--- src/rtl/bus_pattern_pkg.sv ---
// Shared types and constants for the bus test-pattern generator.
//   Mode encoding (MODE_*), controller state encoding (ST_*),
//   loopback error-counter width.
package bus_pattern_pkg;

    localparam int unsigned MODE_W    = 2;
    localparam int unsigned STATE_W   = 2;
    localparam int unsigned ERR_CNT_W = 16;

    typedef enum logic [MODE_W-1:0] {
        MODE_FILL  = 2'd0,
        MODE_WALK1 = 2'd1,
        MODE_WALK0 = 2'd2,
        MODE_COUNT = 2'd3
    } mode_t;

    typedef enum logic [STATE_W-1:0] {
        ST_IDLE = 2'd0,
        ST_RUN  = 2'd1,
        ST_DONE = 2'd2
    } state_t;

endpackage

--- src/rtl/bus_loop_checker.sv ---
// Loopback checker: delays the generated pattern by one register and compares
// it with the returned bus, counting mismatches with saturation.
// Ports:
//   CLK, RST        clock, asynchronous active-high reset
//   CLR             synchronous clear of the error counter
//   PAT, PAT_VLD    pattern currently driven and whether it is a RUN cycle
//   BUS_IN          looped-back bus (expected one cycle behind PAT)
//   ERR_CNT         saturating mismatch count
module bus_loop_checker
    import bus_pattern_pkg::*;
#(
    parameter int unsigned WIDTH = 10
) (
    input  logic                 CLK,
    input  logic                 RST,
    input  logic                 CLR,
    input  logic [WIDTH-1:0]     PAT,
    input  logic                 PAT_VLD,
    input  logic [WIDTH-1:0]     BUS_IN,
    output logic [ERR_CNT_W-1:0] ERR_CNT
);

    logic [WIDTH-1:0] pat_q;
    logic             vld_q;
    logic             mismatch;

    // Only cycles that followed a RUN cycle carry a pattern worth checking.
    assign mismatch = vld_q && (BUS_IN != pat_q);

    // Delay register plus saturating counter; a clear beats a same-cycle miss.
    always_ff @(posedge CLK or posedge RST) begin
        if (RST) begin
            pat_q   <= '0;
            vld_q   <= 1'b0;
            ERR_CNT <= '0;
        end else begin
            pat_q <= PAT;
            vld_q <= PAT_VLD;
            if (CLR) begin
                ERR_CNT <= '0;
            end else if (mismatch && !(&ERR_CNT)) begin
                ERR_CNT <= ERR_CNT + ERR_CNT_W'(1);
            end
        end
    end

endmodule

--- src/rtl/bus_pattern_gen.sv ---
// Parametrised bus test-pattern generator (fill, walking-1, walking-0, count)
// with start/stop/pause control, single or continuous passes and a
// pass-complete pulse.
// Optional loopback checker enabled by macro BUS_PATTERN_LOOPBACK_CHECK_EN.
// Ports:
//   CLK, RST    clock, asynchronous active-high reset
//   START       begin a pass from IDLE/DONE (ignored in RUN)
//   STOP        synchronous abort to IDLE, highest priority
//   EN          advance enable while running
//   MODE        pattern mode, latched when START is accepted
//   CONT        continuous passes when high, sampled at the last step
//   BUS_IN      (macro only) looped-back bus
//   ERR_CNT     (macro only) saturating loopback mismatch count
//   BUS_OUT     registered pattern
//   BUSY        high while running
//   PASS_DONE   one-cycle pulse with the last pattern of a pass
module bus_pattern_gen
    import bus_pattern_pkg::*;
#(
    parameter int unsigned WIDTH = 10
) (
    input  logic                 CLK,
    input  logic                 RST,
    input  logic                 START,
    input  logic                 STOP,
    input  logic                 EN,
    input  logic [MODE_W-1:0]    MODE,
    input  logic                 CONT,
`ifdef BUS_PATTERN_LOOPBACK_CHECK_EN
    input  logic [WIDTH-1:0]     BUS_IN,
    output logic [ERR_CNT_W-1:0] ERR_CNT,
`endif
    output logic [WIDTH-1:0]     BUS_OUT,
    output logic                 BUSY,
    output logic                 PASS_DONE
);

    if (WIDTH < 2 || WIDTH > 32) begin : g_width_check
        $error("bus_pattern_gen: WIDTH must be in 2..32");
    end

    localparam logic [WIDTH-1:0] ONE = WIDTH'(1);

    state_t           state;
    mode_t            mode_q;
    logic [WIDTH-1:0] step_q;

    logic [WIDTH-1:0] step_nxt;
    logic [WIDTH-1:0] bit_nxt;
    logic [WIDTH-1:0] pat_nxt;
    logic [WIDTH-1:0] last_step;
    logic             at_last;

    // First pattern of a pass for a given mode.
    function automatic logic [WIDTH-1:0] first_pat(input mode_t m);
        case (m)
            MODE_WALK0: first_pat = ~ONE;
            MODE_COUNT: first_pat = '0;
            default:    first_pat = ONE;
        endcase
    endfunction

    // The shift uses the index of the pattern about to be shown.
    assign step_nxt  = step_q + ONE;
    assign bit_nxt   = ONE << step_nxt;
    assign last_step = (mode_q == MODE_COUNT) ? '1 : WIDTH'(WIDTH - 1);
    assign at_last   = (step_q == last_step);

    // Next pattern within a pass for the latched mode.
    always_comb begin
        pat_nxt = BUS_OUT;
        case (mode_q)
            MODE_FILL:  pat_nxt = BUS_OUT | bit_nxt;
            MODE_WALK1: pat_nxt = bit_nxt;
            MODE_WALK0: pat_nxt = ~bit_nxt;
            MODE_COUNT: pat_nxt = BUS_OUT + ONE;
            default:    pat_nxt = BUS_OUT;
        endcase
    end

    // Controller: STOP first, then START from IDLE/DONE, then advance in RUN.
    always_ff @(posedge CLK or posedge RST) begin
        if (RST) begin
            state     <= ST_IDLE;
            mode_q    <= MODE_FILL;
            step_q    <= '0;
            BUS_OUT   <= '0;
            BUSY      <= 1'b0;
            PASS_DONE <= 1'b0;
        end else begin
            PASS_DONE <= 1'b0;
            if (STOP) begin
                state   <= ST_IDLE;
                step_q  <= '0;
                BUS_OUT <= '0;
                BUSY    <= 1'b0;
            end else begin
                case (state)
                    ST_IDLE, ST_DONE: begin
                        if (START) begin
                            state   <= ST_RUN;
                            mode_q  <= mode_t'(MODE);
                            step_q  <= '0;
                            BUS_OUT <= first_pat(mode_t'(MODE));
                            BUSY    <= 1'b1;
                        end
                    end
                    ST_RUN: begin
                        if (EN) begin
                            if (at_last) begin
                                if (CONT) begin
                                    // Restart from P0 rather than accumulating.
                                    step_q  <= '0;
                                    BUS_OUT <= first_pat(mode_q);
                                end else begin
                                    state <= ST_DONE;
                                    BUSY  <= 1'b0;
                                end
                            end else begin
                                step_q    <= step_nxt;
                                BUS_OUT   <= pat_nxt;
                                PASS_DONE <= (step_nxt == last_step);
                            end
                        end
                    end
                    default: begin
                        state   <= ST_IDLE;
                        step_q  <= '0;
                        BUS_OUT <= '0;
                        BUSY    <= 1'b0;
                    end
                endcase
            end
        end
    end

`ifdef BUS_PATTERN_LOOPBACK_CHECK_EN
    logic start_acc;

    // Same acceptance condition the controller uses; clears the error count.
    assign start_acc = START && !STOP && (state != ST_RUN);

    bus_loop_checker #(
        .WIDTH (WIDTH)
    ) u_loop_checker (
        .CLK     (CLK),
        .RST     (RST),
        .CLR     (start_acc),
        .PAT     (BUS_OUT),
        .PAT_VLD (BUSY),
        .BUS_IN  (BUS_IN),
        .ERR_CNT (ERR_CNT)
    );
`endif

endmodule

--- config.mk ---
export PLATFORM = sky130hd
export DESIGN_NAME = bus_pattern_gen
export DESIGN_NICKNAME = d
export VERILOG_FILES = /design/src/rtl/bus_pattern_pkg.sv /design/src/rtl/bus_loop_checker.sv /design/src/rtl/bus_pattern_gen.sv
export SDC_FILE = /design/constraint.sdc
export NUM_CORES = 1
export LEC_CHECK = 0
export CORE_MARGIN = 1.5
export CORE_UTILIZATION = 50
export CTS_CLUSTER_SIZE = 12
export DETAILED_ROUTE_END_ITERATION = 6
export PLACE_DENSITY = 0.74
export SYNTH_ARGS = -nofsm -noshare
export SYNTH_HDL_FRONTEND = slang
export SYNTH_SLANG_ARGS = --single-unit
export TNS_END_PERCENT = 100
--- constraint.sdc ---
create_clock -name CLK -period 2.3 [get_ports CLK]
set_input_delay 0.575 -clock CLK [delete_from_list [all_inputs] [get_ports CLK]]
set_output_delay 0.575 -clock CLK [all_outputs]
set_load 0.03 [all_outputs]
; ---- Yosys cells after proc, flatten, opt, wreduce, memory -nomap -nowiden
; Index checks and enable logic that the tools add are counted.
[word_totals]
register_bits = 26
inputBits = 8
output_inout_bits = 12
word_cells = 64
[classes]
addsub = 2
n_eq_ne = 14
n_shift = 1
n_mux = 32
n_bitwise = 3
reduce_logical = 6
[ops]
columns = cell, count
row1 = 2-to-1 mux 10 bit, 11
row2 = case mux 10 bit (2 select lines), 4
row3 = case mux 10 bit (4 select lines), 1
row4 = adder 10 x 1 -> 10 bit (second input constant), 2
row5 = equality test 10 bit, 2
row6 = inequality test 3 bit (second input constant), 4
row7 = equality test 2 bit (second input constant), 5
row8 = 2-to-1 mux 2 bit, 5
row9 = inverter 10 bit, 1
row10 = bitwise OR 10 bit, 1
row11 = << shifter 1 x 10 -> 10 bit (first input constant), 1
row12 = 2-to-1 mux 1 bit, 9
row13 = AND reduction 3 bit, 2
row14 = equality test 2 x 1 -> 1 bit (second input constant), 2
row15 = logical NOT 2 bit, 2
row16 = inequality test 4 bit (second input constant), 1
row17 = case mux 2 bit (2 select lines), 1
row18 = AND reduction 4 bit, 1
row19 = case mux 1 bit (2 select lines), 1
row20 = OR reduction 2 bit, 1
row21 = inverter 1 bit, 1

; ---- Logic depth before layout (Yosys ltp)
; Gate-level depths: netlist (run 1).
[logic_depth]
word_depth = 8
mapped_depth = 11
ltp_nobuf = 8

; ---- Worst setup path after synthesis (run 1)
; OpenSTA, ideal clock, no wires.
[synth_path]
path_type = register to register
startpoint = reg step_q[0]
endpoint = reg BUS_OUT[1]
setup_time_ns = 0.124
t_arrival_ns = 2.181
t_required_ns = 2.176
setup_slack_ns = -0.005
stages_incl_launch_ff = 9
n_path_buf = 0
period_less_slack_ns = 2.305
path_cell_list = dfrtp_1 -> ha_1 -> nand3_1 -> nand4_1 -> a211o_1 -> a211oi_4 -> and2_1 -> a211oi_1 -> a211o_1
[synth_via]
elab_chain_cells = 8
word_cells_on_any_way = 12
classes_between = add/sub (1) / eq/ne (2) / shift (1) / mux (5) / bitwise (2) / reduce/logical (1)
[synth_lines]
columns = item, line
row1 = from (decl), bus_pattern_gen.sv:46  ; logic [WIDTH-1:0] step_q;
row2 = from (signal assigned), bus_pattern_gen.sv:120  ; step_q <= step_nxt;
row3 = adder 10 x 1 -> 10 bit, bus_pattern_gen.sv:64  ; assign step_nxt = step_q + ONE;
row4 = << shifter 1 x 10 -> 10 bit, bus_pattern_gen.sv:65  ; assign bit_nxt = ONE << step_nxt;
row5 = bitwise OR 10 bit / inverter 10 bit (equally long branches), "bus_pattern_gen.sv:73, bus_pattern_gen.sv:75"
row6 = case mux 10 bit (4 select lines), bus_pattern_gen.sv:72  ; case (mode_q)
row7 = 2-to-1 mux 10 bit, bus_pattern_gen.sv:110  ; if (at_last) begin
row8 = 2-to-1 mux 10 bit, bus_pattern_gen.sv:109  ; if (EN) begin
row9 = case mux 10 bit (2 select lines), bus_pattern_gen.sv:98  ; case (state)
row10 = 2-to-1 mux 10 bit, bus_pattern_gen.sv:92  ; if (STOP) begin
row11 = to (signal assigned), bus_pattern_gen.sv:104  ; BUS_OUT <= first_pat(mode_t'(MODE));
row12 = to (signal assigned), bus_pattern_gen.sv:114  ; BUS_OUT <= first_pat(mode_q);
row13 = to (signal assigned), bus_pattern_gen.sv:121  ; BUS_OUT <= pat_nxt;
row14 = to (decl), bus_pattern_gen.sv:33  ; output logic [WIDTH-1:0] BUS_OUT,
; Parallel ways exist; a longest one is shown, timed or not. The select of a mux whose other input is x is not followed.
; A chain may end at the register's enable or synchronous reset.

; ---- Final worst setup path (run 1)
[layout_path]
startpoint = reg step_q[0]
endpoint = reg BUS_OUT[6]
; Same word-level chain as after synthesis.

==> results of run 1 <==
## layer usage
| metal | wire length [um] | vias up | global-route usage (%) | part of all wire, % |
|---|---|---|---|---|
| met5 | 0 | - | 0 | 0 |
| met4 | 114 | 0 | 8.333 | 1.8 |
| met3 | 335 | 15 | 2.760 | 5.3 |
| met2 | 3118 | 86 | 48.08 | 49 |
| met1 | 2809 | 1105 | 41.96 | 44 |
| li1 | - | 1103 | - | - |
## path summary, 6_finish.rpt
| kind | start | end | slack [ps] | depth (start not counted) |
|---|---|---|---|---|
| min in group asynchronous | RST | state[0] | 650 | 3 |
| worst max-delay path | step_q[0] | BUS_OUT[6] | -10 | 8 |
| max in group asynchronous | RST | step_q[1] | 1370 | 3 |
| worst max register to register | step_q[0] | BUS_OUT[6] | -10 | 8 |
| worst min-delay path | BUSY | BUSY | 560 | 2 |
| worst min register to register | BUSY | BUSY | 560 | 2 |
## critical path, stage by stage, from the launching register on
cell and delay, ps:
dfrtp_2 470, ha_4 200, nand3_4 60, nand4_1 140, a211o_4 410, nor4b_4 380
nand2_1 150, mux2_4 330, o21ai_2 110
## area by class of cell
class                      count  area (sq um)
inverter                       7         26.28
sequential                    26         653.1
tap                           50         62.56
multi-input combinational    217          1493
fill                         335          1240
clock buffer                   4         55.05
timing repair buffer          63         556.8
## cells in the final DEF, fill, tap and decap left out, types with 4 or more instances in the layout
cell type        instances
buf_4                   39
nor2_1                  26
dfrtp_1                 24
nand2_1                 22
a21oi_1                 21
clkdlybuf4s50_1         19
o21ai_0                 14
and3_1                   9
nand3_1                  9
o21ai_1                  9
xnor2_1                  8
inv_1                    7
a211o_1                  6
nor3_1                   6
o31ai_1                  6
nand4_1                  5
xor2_1                   5
a221oi_1                 4
clkbuf_8                 4
## cells in the mapped netlist (4+ instances only)
cell      count  area share (%)
nor2b_1       4             1.2
xor2_1        5             2.0
and2_1        4             1.2
inv_1         7             1.2
o31ai_1       6             2.1
buf_2         7             1.6
nor3_1        6             1.4
nand2_1      22             3.8
dfrtp_1      26              30
a211o_1       7             2.8
a21oi_1      21             4.8
o21ai_0      19             4.4
nand4_1       5             1.4
clkbuf_1      9             1.6
a31oi_1       4             1.2
and3_1        9             2.6
nand3_1      11             2.5
o21ai_1       6             1.4
xnor2_1       8             3.2
nor2_1       27             4.7
a221oi_1      5             2.0
## where the power goes
| group | switching, mW | total (mW) | internal, mW | leakage (nW) |
|---|---|---|---|---|
| logic | 0.215 | 0.379 | 0.164 | 0.853 |
| registers | 0.0417 | 0.523 | 0.481 | 0.349 |
| clock network | 0.150 | 0.303 | 0.153 | 0.0288 |
## logic make-up after synthesis
logic type | after synthesis | synth area share [%]
buffers and inverters | 27 | 6.109
multiplexers | 3 | 1.499
XOR/XNOR | 13 | 5.245
flip-flops | 26 | 29.97
adder cells (fa/ha/maj) | 2 | 1.153
AND/OR/NAND/NOR | 105 | 25.53
AO/OA/AOI/OAI | 94 | 30.49
## what timing repair did
item | CTS | global route
endpoints found under the setup margin | 15 | 18
pin swaps | 10 | 13
cloned | 0 | 0
setup buffers | 2 | 2
endpoints found under the hold margin | 0 | 0
resized for setup | 14 | 17
## stage by stage
step                      hold slack (ps)  std cells  TNS [ps]  worst slack (ps)  utilization [%]
after global placement              533.3        359    -174.8            -75.82            64.48
final                               563.9        367    -16.39            -14.85            69.66
after floorplan                     510.3        270         0             60.09                -
after detailed placement            539.1        359    -548.5            -112.4            64.48
after global routing                594.1        367    -549.0            -105.0            69.66
after CTS                           566.1        365    -6.275            -6.275            67.51
## sequential cells by signal, summed over array words and instances, names as in the netlist
register   flops
BUSY           1
mode_q         2
BUS_OUT       10
state          2
step_q        10
PASS_DONE      1
==> flow_metrics.tcl, run 1 <==
set metrics [dict create \
    synthArstFlopShare_pct 100.0 \
    post-route-drc-count 0 \
    cts.htree.levels 1 \
    syn_nets 280 \
    syn_area_per_cell_sq_um 8.040 \
    drv_cap 0 \
    final_nets 328 \
    die_h_um 68.89 \
    path_max_fanout 5 \
    overflow 0 \
    worst_hold_path_type "register to register" \
    start_util_pct 53.12 \
    setup_slack_ps -14.85 \
    netlist_area_sq_mm 0.002171 \
    grt_pass1_vias 2145 \
    drive_above_1_share_pct 24.61 \
    clock-root-buffer "clkbuf_8" \
    worst_pin_slew_ps 550.0 \
    finalSetupViolCount 2 \
    synthDistinctLibCells 59 \
    fin_crit_ps 2315 \
    hpwl_um 4540 \
    clk_pin_slew_ps 90 \
    rsz0062_at_grt "yes" \
    cts_tree "yes" \
    fp-row-count 23 \
    leakage_nw 1.231 \
    p_per_area_mw_per_mm2 423.3 \
    cts_buffer_depth 2 \
    ys.warnings.count 0 \
    ant_nets 0 \
    portBuffers 19 \
    antenna_found_initial 0 \
    grt_pass1_wl_um 10430 \
    yosysSeqAreaShare_pct 29.97 \
    vias 2309 \
    endpoint_kind "register" \
    max_freq_ghz 0.4320 \
    synth-edff-count 0 \
    ioPinCount 20 \
    wl_um 6376 \
    fin_area_sq_mm 0.002846 \
    hold_violations 0 \
    finalCritPeriodShare_pct 100.6 \
    drt-pass1-iter-count 4 \
    placeableCoreArea_sq_mm 0.004086 \
    grt_usage_pct 29.58 \
    clock-sinks 26 \
    synth_ff_type "dfrtp_1" \
    globalplace.congestion 0.9594 \
    critPathLaunchType "register" \
    cp.arrival_ps 2520 \
    status "finished, violations left" \
    clock_latency_ps 270 \
    syn_to_final_growth_pct 31.12 \
    drt-initial-drc-count 208 \
    fin_total_pwr_mw 1.205 \
    wl_per_cell_um 17.37 \
    violations "negative setup slack" \
    vdd_ir_drop_max_mv 0.2665 \
    cts_hold_buf 0 \
    die_w_um 68.89 \
    synth-seq-cells 26 \
    critPathKind "register to register" \
    placed_cell_area_sq_mm 0.002635 \
    drv_slew 0 \
    die-area_sq_mm 0.004746 \
    cp.required_ps 2510 \
    cts_buffers 3 \
    grt_max_degree 27 \
    slew_headroom_pct 63.26 \
    syn_inst 270 \
    skew_ps 3.007 \
    antenna_cells 0 \
    vias_per_cell 6.292 \
]
(Power assumes the default switching activity.)
==> run 2, diff against run 1 <==
--- a/constraint.sdc
+++ b/constraint.sdc
@@ -3,2 +3,2 @@
 set_output_delay 0.575 -clock CLK [all_outputs]
-set_load 0.03 [all_outputs]
+set_load 0.005 [all_outputs]
==> results of run 2 <==
Same layout as run 1 (identical final DEF). Status: finished, violations left: negative setup slack.
Main changes from that run: total power 1.205 mW -> 1.173 mW
